$ cat src/rtl/misuratore_durata_impulso_if.sv
// soc/eoc handshake bundle between the pulse-width meter and the
// downstream pulse-former that consumes the measured width.
interface misuratore_durata_impulso_if #(
  parameter int W = 8
);
  logic         soc;
  logic         eoc;
  logic [W-1:0] numero;
  logic         timeout;

  modport master (
    output soc,
    input  eoc,
    input  numero,
    input  timeout
  );

  modport slave (
    input  soc,
    output eoc,
    output numero,
    output timeout
  );
endinterface

$ cat src/rtl/misuratore_durata_impulso.sv
// Pulse-width meter: on soc, waits for the next complete high pulse on
// pulse_in and returns its width in clocks, clamped to [1, 2**W-1].
module misuratore_durata_impulso #(
  parameter int W       = 8,
  parameter int TIMEOUT = 1000,
  parameter int TW      = 16
) (
  input  logic clock,
  input  logic reset,
  input  logic pulse_in,
  misuratore_durata_impulso_if.slave bus
);

  typedef enum logic [2:0] {
    S_IDLE,
    S_ARM,
    S_WAIT_RISE,
    S_MEAS,
    S_DONE
  } state_e;

  localparam logic [W-1:0]  CNT_MAX = '1;
  localparam logic [W-1:0]  CNT_ONE = W'(1);
  localparam logic [TW-1:0] T_ONE   = TW'(1);
  localparam logic [TW-1:0] T_LAST  = TW'(TIMEOUT - 1);

  state_e        state_q, state_d;
  logic [1:0]    sync_q;
  logic [W-1:0]  cnt_q, cnt_d;
  logic [TW-1:0] tcnt_q, tcnt_d;
  logic [W-1:0]  numero_q, numero_d;
  logic          tmo_q, tmo_d;
  logic          eoc_q, eoc_d;
  logic          in_s;

  assign in_s        = sync_q[1];
  assign bus.eoc     = eoc_q;
  assign bus.numero  = numero_q;
  assign bus.timeout = tmo_q;

  always_ff @(posedge clock) begin
    if (reset) begin
      sync_q <= 2'b00;
    end else begin
      sync_q <= {sync_q[0], pulse_in};
    end
  end

  always_ff @(posedge clock) begin
    if (reset) begin
      state_q  <= S_IDLE;
      cnt_q    <= '0;
      tcnt_q   <= '0;
      numero_q <= CNT_ONE;
      tmo_q    <= 1'b0;
      eoc_q    <= 1'b1;
    end else begin
      state_q  <= state_d;
      cnt_q    <= cnt_d;
      tcnt_q   <= tcnt_d;
      numero_q <= numero_d;
      tmo_q    <= tmo_d;
      eoc_q    <= eoc_d;
    end
  end

  // Results are only loaded on the edge where eoc rises.
  always_comb begin
    state_d  = state_q;
    cnt_d    = cnt_q;
    tcnt_d   = tcnt_q;
    numero_d = numero_q;
    tmo_d    = tmo_q;
    eoc_d    = eoc_q;
    unique case (state_q)
      S_IDLE: begin
        eoc_d = 1'b1;
        if (bus.soc) begin
          state_d = S_ARM;
          eoc_d   = 1'b0;
          tcnt_d  = '0;
        end
      end
      S_ARM: begin
        tcnt_d = tcnt_q + T_ONE;
        if (tcnt_q == T_LAST) begin
          state_d  = S_DONE;
          numero_d = CNT_ONE;
          tmo_d    = 1'b1;
          eoc_d    = 1'b1;
        end else if (!in_s) begin
          state_d = S_WAIT_RISE;
        end
      end
      S_WAIT_RISE: begin
        tcnt_d = tcnt_q + T_ONE;
        if (in_s) begin
          state_d = S_MEAS;
          cnt_d   = CNT_ONE;
        end else if (tcnt_q == T_LAST) begin
          state_d  = S_DONE;
          numero_d = CNT_ONE;
          tmo_d    = 1'b1;
          eoc_d    = 1'b1;
        end
      end
      S_MEAS: begin
        if (!in_s || cnt_q == CNT_MAX) begin
          state_d  = S_DONE;
          numero_d = cnt_q;
          tmo_d    = 1'b0;
          eoc_d    = 1'b1;
        end else begin
          cnt_d = cnt_q + CNT_ONE;
        end
      end
      S_DONE: begin
        eoc_d = 1'b1;
        if (!bus.soc) begin
          state_d = S_IDLE;
        end
      end
      default: begin
        state_d = S_IDLE;
        eoc_d   = 1'b1;
      end
    endcase
  end

endmodule

$ cat src/flat_wrapper.sv
// flat-port wrapper written by rule: the top's interface ports become plain ports
module misuratore_durata_impulso_flat 
#(
  parameter int W       = 8,
  parameter int TIMEOUT = 1000,
  parameter int TW      = 16
)
  (clock, reset, pulse_in, bus_soc, bus_eoc, bus_numero, bus_timeout);
  misuratore_durata_impulso_if #(.W(W)) bus_i ();
  input  logic clock;
  input  logic reset;
  input  logic pulse_in;
  input wire logic [$bits(bus_i.soc)-1:0] bus_soc;
  output wire logic [$bits(bus_i.eoc)-1:0] bus_eoc;
  output wire logic [$bits(bus_i.numero)-1:0] bus_numero;
  output wire logic [$bits(bus_i.timeout)-1:0] bus_timeout;
  assign bus_i.soc = bus_soc;
  assign bus_eoc = bus_i.eoc;
  assign bus_numero = bus_i.numero;
  assign bus_timeout = bus_i.timeout;
  misuratore_durata_impulso #(.W(W), .TIMEOUT(TIMEOUT), .TW(TW)) u_core (.clock(clock), .reset(reset), .pulse_in(pulse_in), .bus(bus_i));
endmodule
$ cat config.mk
export PLATFORM = sky130hd
export DESIGN_NAME = misuratore_durata_impulso_flat
export DESIGN_NICKNAME = d
export VERILOG_FILES = /design/src/rtl/misuratore_durata_impulso_if.sv /design/src/rtl/misuratore_durata_impulso.sv /design/src/flat_wrapper.sv
export SDC_FILE = /design/constraint.sdc
export NUM_CORES = 1
export LEC_CHECK = 0
export BUFFER_PORTS_ARGS = -buffer_cell sky130_fd_sc_hd__buf_4
export CORE_ASPECT_RATIO = 0.6
export CORE_UTILIZATION = 31
export CTS_CLUSTER_DIAMETER = 80
export DETAILED_ROUTE_END_ITERATION = 6
export PLACE_DENSITY = 0.49
export SLEW_MARGIN = 0
export SYNTH_ARGS = -nofsm -noshare
export SYNTH_HDL_FRONTEND = slang
export SYNTH_SLANG_ARGS = --single-unit
$ cat constraint.sdc
create_clock -name clock -period 1.8 [get_ports clock]
set_input_delay 0.09 -clock clock [delete_from_list [all_inputs] [get_ports clock]]
set_output_delay 0.09 -clock clock [all_outputs]
set_load 0.03 [all_outputs]
==> results of run 1 <==
## worst max-delay path, cell delays in order (launching register included)
cell     delay (ns)
dfxtp_1        0.38
ha_1           0.22
and3_1         0.21
nand4_2        0.17
a211o_4        0.42
o32a_2         0.20
## metal layers
layer	GRT usage, %	vias up
li1	-	902
met1	26.1	849
met2	17.8	45
met3	3.37	4
met4	4.17	0
met5	0	-
## path summary, 6_finish.rpt
check | endpoint | startpoint | cells past startpoint | slack, ns
min | u_core.tcnt_q[1]$_SDFFE_PP0P_ | reset | 2 | 0.14
min reg2reg | u_core.sync_q[1]$_SDFF_PP0_ | u_core.sync_q[0]$_SDFF_PP0_ | 1 | 0.44
max reg2reg | u_core.bus.numero[0]$_SDFFE_PP1P_ | u_core.cnt_q[1]$_SDFFE_PP0P_ | 5 | 0.09
max | u_core.bus.numero[0]$_SDFFE_PP1P_ | u_core.cnt_q[1]$_SDFFE_PP0P_ | 5 | 0.09
## layout make-up
type	count	area (um^2)	area share, %
Inverter	10	37.5	1.53
Tap cell	84	105	4.28
Clock buffer	6	82.6	3.36
Multi-Input combinational cell	165	1120	45.8
Sequential cell	39	781	31.8
Clock inverter	2	38.8	1.58
Timing Repair Buffer	36	285	11.6
## repair_timing
| item | 4_1_cts | 5_1_grt |
|---|---|---|
| setup endpoints to repair | 0 | 5 |
| gates resized for setup | 0 | 4 |
| endpoints found under the hold margin | 1 | 0 |
| hold buffers | 1 | 0 |
## cells by family (layout without fill, tap and decap cells)
| kind of cell | count (synthesis) | count (layout) | share of synthesized area, % |
|---|---|---|---|
| compound gates | 56 | 56 | 20.2 |
| xor+xnor | 7 | 7 | 3.07 |
| fa+ha+maj | 2 | 2 | 1.25 |
| buf+inv | 25 | 54 | 5.58 |
| flops | 39 | 39 | 39.1 |
| simple gates | 100 | 100 | 30.8 |
## state kept, by name, summed over array words and instances (netlist names)
name and cells:
u_core.cnt_q 8, u_core.state_q 3, u_core.tcnt_q 16, u_core.sync_q 2, u_core.bus.numero 8, u_core.bus.timeout 1, u_core.bus.eoc 1
## cells in the mapped netlist (5+ instances only)
master,n
dfxtp_1,39
a21oi_1,18
nand2_1,17
nor2_1,14
inv_1,10
nand4_1,10
nand3_1,9
or3_1,9
and3_1,8
o21ai_0,8
clkbuf_1,7
o31ai_1,6
o32ai_1,6
buf_2,5
nor2b_1,5
xor2_1,5
## power breakdown
group / total (mW) / internal, mW / switching (mW)
combinational: 0.181 / 0.0756 / 0.105
sequential: 0.902 / 0.879 / 0.0227
clock: 0.807 / 0.457 / 0.351
total: 1.89 / 1.41 / 0.479
==> impl_metrics.ini, run 1 <==
[synth]
synthTopCellsByArea = dfxtp_1, a21oi_1, nand2_1
synth_top_area_share_pct = 39.1
ys_ff_latch = 39
seq_area_frac_synth_pct = 39.1
synthFlopType = dfxtp_1
synth_fp_nets = 235
synth.largest_area_cell = dfxtp_1
synth_edf_count = 0
yosys_warnings = 0
synth_area_mm2 = 0.00200
avgSynthCellArea_um2 = 8.72
synth_cell_type_count = 52
synth_async_sr_flop_share_pct = 0
netlist_instances = 229

[drt]
highest_layer = met4
drc = 0
wl_met2_um = 1730
wl_per_cell_um = 14.6
met3WireLength_um = 242
ant_nets = 0
m1WireLength_um = 2980
vias = 1800
drt_wl_total_um = 4980
via_per_inst = 5.26
drt_pass1_iterations = 4
drt_iter0_drc = 149

[final_layout]
area_growth_pct = 22.9
drive_above_1_share_pct = 23.3
layout.nets = 263
layout_common_cells = dfxtp_1, buf_4, a21oi_1, nand2_1, nor2_1
mostFrequentLayoutCell = dfxtp_1
nFillCells = 633
stdcell_count = 342
antenna_cells = 0
fin_util_pct = 39.8
design_area_mm2 = 0.00245

[pwr]
ir_drop_mv = 0.291
p_total_mw = 1.89
p_leak_nw = 0.966
powerDensity_mw_per_mm2 = 770

[timing]
hold_ws_ns = 0.142
fin_skew_ns = 0.00691
slew_headroom_pct = 75.7
setup_viol = 0
fin_ws_ns = 0.0899
hold_violations = 0
period_minus_slack_ns = 1.71
fin_setup_tns_ns = 0
max_freq_mhz = 585
rsz0062_at_grt = false
period_share_pct = 95.0
tightest_slew_ns = 0.364
drv_slew = 0

[global_routing]
track_usage_pct = 15.4
grt_pass1_wl_um = 8080
grt_pass1_vias = 1515
antenna_found_initial = 0
grt_max_degree = 25
grt_overflow = 0

[floorplan]
die_y_um = 64.2
dieArea_mm2 = 0.00678
initial_core_util_pct = 32.4
row_count = 22
coreArea_mm2 = 0.00617
ios = 14
die_x_um = 106

[flow_run]
drv_cap = 0

[clock_network]
numCtsBuffers = 5
cts.sinks = 39
clk_pin_slew_ns = 0.09
cts_root_buffer = clkbuf_8
cts_buffer_depth = 2
cts_tree = done
h-tree-depth = 2
clock_latency_ns = 0.30
post_cts_buffers = 0

[placed_design]
gp_congestion = 0.812
hpwl_um = 3610
dp_slack_ns = 0.0820
post-place-cells = 333
placed_area_mm2 = 0.00230
portBuffers = 13

[critical_path]
required_ns = 1.99
cp.arrival_ns = 1.90
critPathLaunchType = register
cp_max_fo = 9
endpoint_kind = register
crit_type = register to register

[hold_path]
hold_class = input pin to register

[outcome]
status = completed
Note: power is estimated with default switching activity, not from simulation.
==> inputs of run 2 (changes only) <==
CORE_UTILIZATION = 50   (was 31)
PLACE_DENSITY = 0.72   (was 0.49)
==> run 2 against run 1 <==
Effect of this change:
- the flow now finishes with violations (negative setup slack)
- sequential share of layout area is 1.7 points higher
- non-clock buffer count down 5
- sequential power about the same
- final cell count decreased by 12%
- power decreased by 9.4%
- combinational power is essentially flat
- first-iteration DRC count grew 31%
- worst setup slack worse by 0.13 ns
- register-to-register slack worse by 0.13 ns
- flip-flop and latch count unchanged
- die area fell by 37%
- hold slack got worse by 0.13 ns
- highest routed layer unchanged
==> impl_metrics.ini, run 2 (synthesized netlist as in run 1, its figures left out) <==
[timing]
setup_viol = 1
max_freq_mhz = 544
fin_ws_ns = -0.0371
rsz0062_at_grt = true
fin_setup_tns_ns = -0.0371
hold_violations = 0
drv_slew = 0
fin_skew_ns = 0.00645
slew_headroom_pct = 71.5
period_share_pct = 102
tightest_slew_ns = 0.425
period_minus_slack_ns = 1.84

[clock_network]
h-tree-depth = 2
cts_hold_buf = 0
cts.sinks = 39
cts_buffer_depth = 2
clk_pin_slew_ns = 0.08
clock_latency_ns = 0.29
numCtsBuffers = 5
cts_root_buffer = clkbuf_8
cts_tree = done

[critical_path]
critical_path.top_delay_family = compound AO/OA/AOI/OAI gates
critPathLaunchType = register
r2r_setup_slack_ns = -0.04
cp.arrival_ns = 2.07
max_stage_delay_ns = 0.39
cp.buffers_inverters = 1
path_cells = ha_1, and3_1, nand4_2, buf_4, a211oi_1, o211a_1
crit_type = register to register
cp_max_fo = 11
r2r_cells = 6
reg2reg_to = u_core.bus.timeout$_SDFFE_PP0P_
endpoint_kind = register
slowest_stage = a211oi_1
r2r-start = u_core.cnt_q[1]$_SDFFE_PP0P_
required_ns = 2.04

[final_layout]
fin_util_pct = 62.4
layout_common_cells = dfxtp_1, buf_4, nand2_1, a21oi_1, nor2_1
mostFrequentLayoutCell = dfxtp_1
largest_register_ffs = 16
multiInputGateArea_mm2 = 0.00112
antenna_cells = 0
top_register = u_core.tcnt_q
nFillCells = 335
register_area_um2 = 782
layout.nets = 258
design_area_mm2 = 0.00234
drive_above_1_share_pct = 22.9
area_growth_pct = 17.0

[floorplan]
row_count = 17
ios = 14
die_x_um = 83.6
initial_core_util_pct = 53.3
dieArea_mm2 = 0.00426
coreArea_mm2 = 0.00374
die_y_um = 51.0

[pwr]
p_leak_nw = 0.921
ir_drop_mv = 0.684
powerDensity_mw_per_mm2 = 733
p_clk_share_pct = 36.9
comb_power_share_pct = 10.4
p_sw_mw = 0.445
pwr-share-seq_pct = 52.7
swShare_pct = 26.0
intPower_mw = 1.27

[global_routing]
grt_pass1_vias = 1554
grt_max_degree = 25
grt_overflow = 0
grt_pass1_wl_um = 7760
track_usage_pct = 23.2
antenna_found_initial = 0

[drt]
via_per_inst = 5.91
ant_nets = 0
wl_per_cell_um = 14.9
drt_iter0_drc = 195
drt_pass1_iterations = 4
drc = 0
drt_wl_total_um = 4460
vias = 1773

[hold_path]
hold_class = input pin to register
min_to = u_core.sync_q[0]$_SDFF_PP0_
hold_path_depth = 2
hp-start = pulse_in

[flow_run]
drv_cap = 0

[outcome]
status = finished, violations left
violations = negative setup slack

[placed_design]
portBuffers = 13
gp_congestion = 0.845
hpwl_um = 3260
placed_area_mm2 = 0.00221
[run 2: changes by cell type in the layout (fill, tap and decap cells not counted), sizes merged]
cell and delta:
buf -4, inv -1, clkinvlp +1, clkinv +1, dlygate4sd3 -1, bufinv -1
[run 2: how the worst max path moves through the flow]
stage | from | to | slack [ns] | depth (start not counted)
6_report | u_core.cnt_q[1]$_SDFFE_PP0P_ | u_core.bus.timeout$_SDFFE_PP0P_ | -0.04 | 6
5_1_grt | u_core.cnt_q[1]$_SDFFE_PP0P_ | u_core.bus.timeout$_SDFFE_PP0P_ | -0.14 | 6
4_1_cts | u_core.cnt_q[1]$_SDFFE_PP0P_ | u_core.bus.numero[0]$_SDFFE_PP1P_ | 0.08 | 5
3_5_place_dp | u_core.cnt_q[1]$_SDFFE_PP0P_ | u_core.bus.numero[0]$_SDFFE_PP1P_ | 0.1 | 5
3_3_place_gp | u_core.tcnt_q[0]$_SDFFE_PP0P_ | u_core.bus.numero[3]$_SDFFE_PP0P_ | 0.13 | 6
2_1_floorplan | u_core.cnt_q[0]$_SDFFE_PP0P_ | u_core.bus.numero[0]$_SDFFE_PP1P_ | 0.15 | 6
[run 2: per-layer routing]
layer / vias up / share of wire [%] / wire [um] / track usage, %
li1: 897 / - / - / -
met1: 813 / 55 / 2460 / 37.6
met2: 58 / 37 / 1630 / 28.7
met3: 5 / 7.6 / 341 / 6.79
met4: 0 / 0.56 / 25 / 4.80
met5: - / 0 / 0 / 0
[run 2: through the flow]
stage | std cells | hold WS (ns) | setup WS, ns | total power [mW]
after global routing | 300 | 0.00920 | -0.137 | 1.79
after CTS | 300 | 0.000141 | 0.0779 | 1.72
final | 300 | 0.00766 | -0.0371 | 1.71
after detailed placement | 292 | 0.309 | 0.0996 | 1.09
after floorplan | 229 | 0.218 | 0.154 | 1.04
after global placement | 292 | 0.305 | 0.135 | 1.09
[run 2: power groups by stage]
stage / Sequential [mW] / Clock [mW] / Combinational (mW)
floorplan: 0.917 / 0 / 0.128
global placement: 0.919 / 0 / 0.171
detailed placement: 0.920 / 0 / 0.172
CTS: 0.900 / 0.648 / 0.173
global route: 0.906 / 0.683 / 0.198
finish: 0.902 / 0.633 / 0.178
[run 2: area by class of cell]
type / count / area share (%)
clock buffer: 6 / 3.54
clock inverter: 2 / 0.696
inverter: 10 / 1.61
multi-input combinational: 165 / 48.0
sequential: 39 / 33.5
tap: 47 / 2.52
timing repair buffer: 31 / 10.1
[run 2: repair_timing]
| action | in CTS | in global routing |
|---|---|---|
| setup endpoints to repair | 0 | 17 |
| resized for setup | 0 | 6 |
| setup buffers | 0 | 0 |
==> inputs of run 3 (changes only) <==
PLACE_DENSITY = 0.69   (was 0.72)
clock period = 1.86 ns   (was 1.8 ns; I/O delays follow)
==> run 3 against run 2 <==
Effect of this change:
- the flow now finishes without violations
- non-clock buffer count fell by 1
- worst setup slack improved by 0.13 ns
- clock power rose by 18%
- final area rose by 0.11%
- utilization rose by 0.067 points
- highest routed layer unchanged
==> impl_metrics.ini, run 3 (synthesized netlist as in run 1, its figures left out) <==
[outcome]
status = completed

[timing]
max_freq_mhz = 567
tightest_slew_ns = 0.370
period_share_pct = 94.9
period_minus_slack_ns = 1.76
slew_headroom_pct = 75.3
setup_viol = 0
hold_ws_ns = 0.140
hold_violations = 0
fin_skew_ns = 0.00992
drv_slew = 0

[placed_design]
placed_area_mm2 = 0.00219
portBuffers = 13
hpwl_um = 3300
gp_congestion = 0.860
post-place-cells = 289

[final_layout]
area_growth_pct = 17.1
largest_register_ffs = 16
fin_util_pct = 62.5
drive_above_1_share_pct = 21.8
design_area_mm2 = 0.00234
top_register = u_core.tcnt_q
antenna_cells = 0
stdcell_count = 299
mostFrequentLayoutCell = dfxtp_1
layout_common_cells = dfxtp_1, buf_4, a21oi_1, nand2_1, nor2_1
layout.nets = 257

[pwr]
ir_drop_mv = 0.508
p_leak_nw = 0.906
powerDensity_mw_per_mm2 = 764

[floorplan]
dieArea_mm2 = 0.00426
die_x_um = 83.6
initial_core_util_pct = 53.3
die_y_um = 51.0
ios = 14
coreArea_mm2 = 0.00374
row_count = 17

[critical_path]
cp_max_fo = 9
r2r-start = u_core.cnt_q[0]$_SDFFE_PP0P_
critPathLaunchType = register
max_stage_delay_ns = 0.43
path_cells = ha_1, and3_1, nand4_2, a211o_2, o32a_2
cp.arrival_ns = 1.96
startpoint = u_core.cnt_q[0]$_SDFFE_PP0P_
crit_type = register to register
endpoint_kind = register
slowest_stage = a211o_2
required_ns = 2.06

[drt]
vias = 1799
drt_pass1_iterations = 5
via_per_inst = 6.02
drt_iter0_drc = 170
wl_per_cell_um = 15.8
ant_nets = 0
drc = 0
drt_wl_total_um = 4730

[global_routing]
grt_max_degree = 25
grt_overflow = 0
grt_pass1_wl_um = 7730
grt_pass1_vias = 1502
track_usage_pct = 23.9
antenna_found_initial = 0

[clock_network]
h-tree-depth = 2
cts.sinks = 39
numCtsBuffers = 5
cts_root_buffer = clkbuf_8
clock_latency_ns = 0.30
cts_buffer_depth = 2
clk_pin_slew_ns = 0.09
cts_tree = done

[hold_path]
hold_class = input pin to register
hp-start = reset

[flow_run]
drv_cap = 0
run 3: critical path, delay by kind of cell, from the launching register on:
family | cells | cell delay, ns
AO/OA/AOI/OAI | 2 | 0.64
AND/OR/NAND/NOR | 2 | 0.41
flip-flops | 1 | 0.40
adder cells (fa/ha/maj) | 1 | 0.20
run 3: layer usage:
layer	vias to the layer above	GRT usage, %	share of wire (%)
met1	828	39.5	54
met2	68	27.0	36
met4	0	9.04	1.2
li1	895	-	-
met3	8	6.46	8.7
met5	-	0	0
run 3: area by class of cell:
class | instances | area (um^2)
Clock buffer | 5 | 68.8
Multi-Input combinational cell | 165 | 1120
Inverter | 10 | 37.5
Fill cell | 325 | 1410
Sequential cell | 39 | 781
Clock inverter | 3 | 47.5
Timing Repair Buffer | 30 | 228
Tap cell | 47 | 58.8
run 3: worst paths after layout:
kind | to | slack [ns] | cells past startpoint
worst max register to register | u_core.bus.numero[0]$_SDFFE_PP1P_ | 0.1 | 5
worst min register to register | u_core.sync_q[1]$_SDFF_PP0_ | 0.44 | 1
worst min-delay path | u_core.tcnt_q[0]$_SDFFE_PP0P_ | 0.14 | 2
worst max-delay path | u_core.bus.numero[0]$_SDFFE_PP1P_ | 0.1 | 5
run 3: power by group:
group          switching (mW)  internal [mW]  total, mW
Clock                   0.340          0.407      0.747
Combinational          0.0967         0.0675      0.164
Sequential             0.0235          0.851      0.874
run 3: metrics by stage:
step | setup WS, ns | power, mW | TNS [ns]
2_1_floorplan | 0.214 | 1.01 | 0
3_3_place_gp | 0.171 | 1.05 | 0
3_5_place_dp | 0.102 | 1.05 | 0
4_1_cts | 0.0526 | 1.80 | 0
5_1_grt | -0.00645 | 1.85 | -0.0110
6_report | 0.0953 | 1.79 | 0
run 3: what timing repair did:
action / 4_1_cts / 5_1_grt
setup buffers: 0 / 1
setup endpoints to repair: 0 / 11
endpoints found under the hold margin: 1 / 0
resized for setup: 0 / 3
hold buffers: 1 / 0
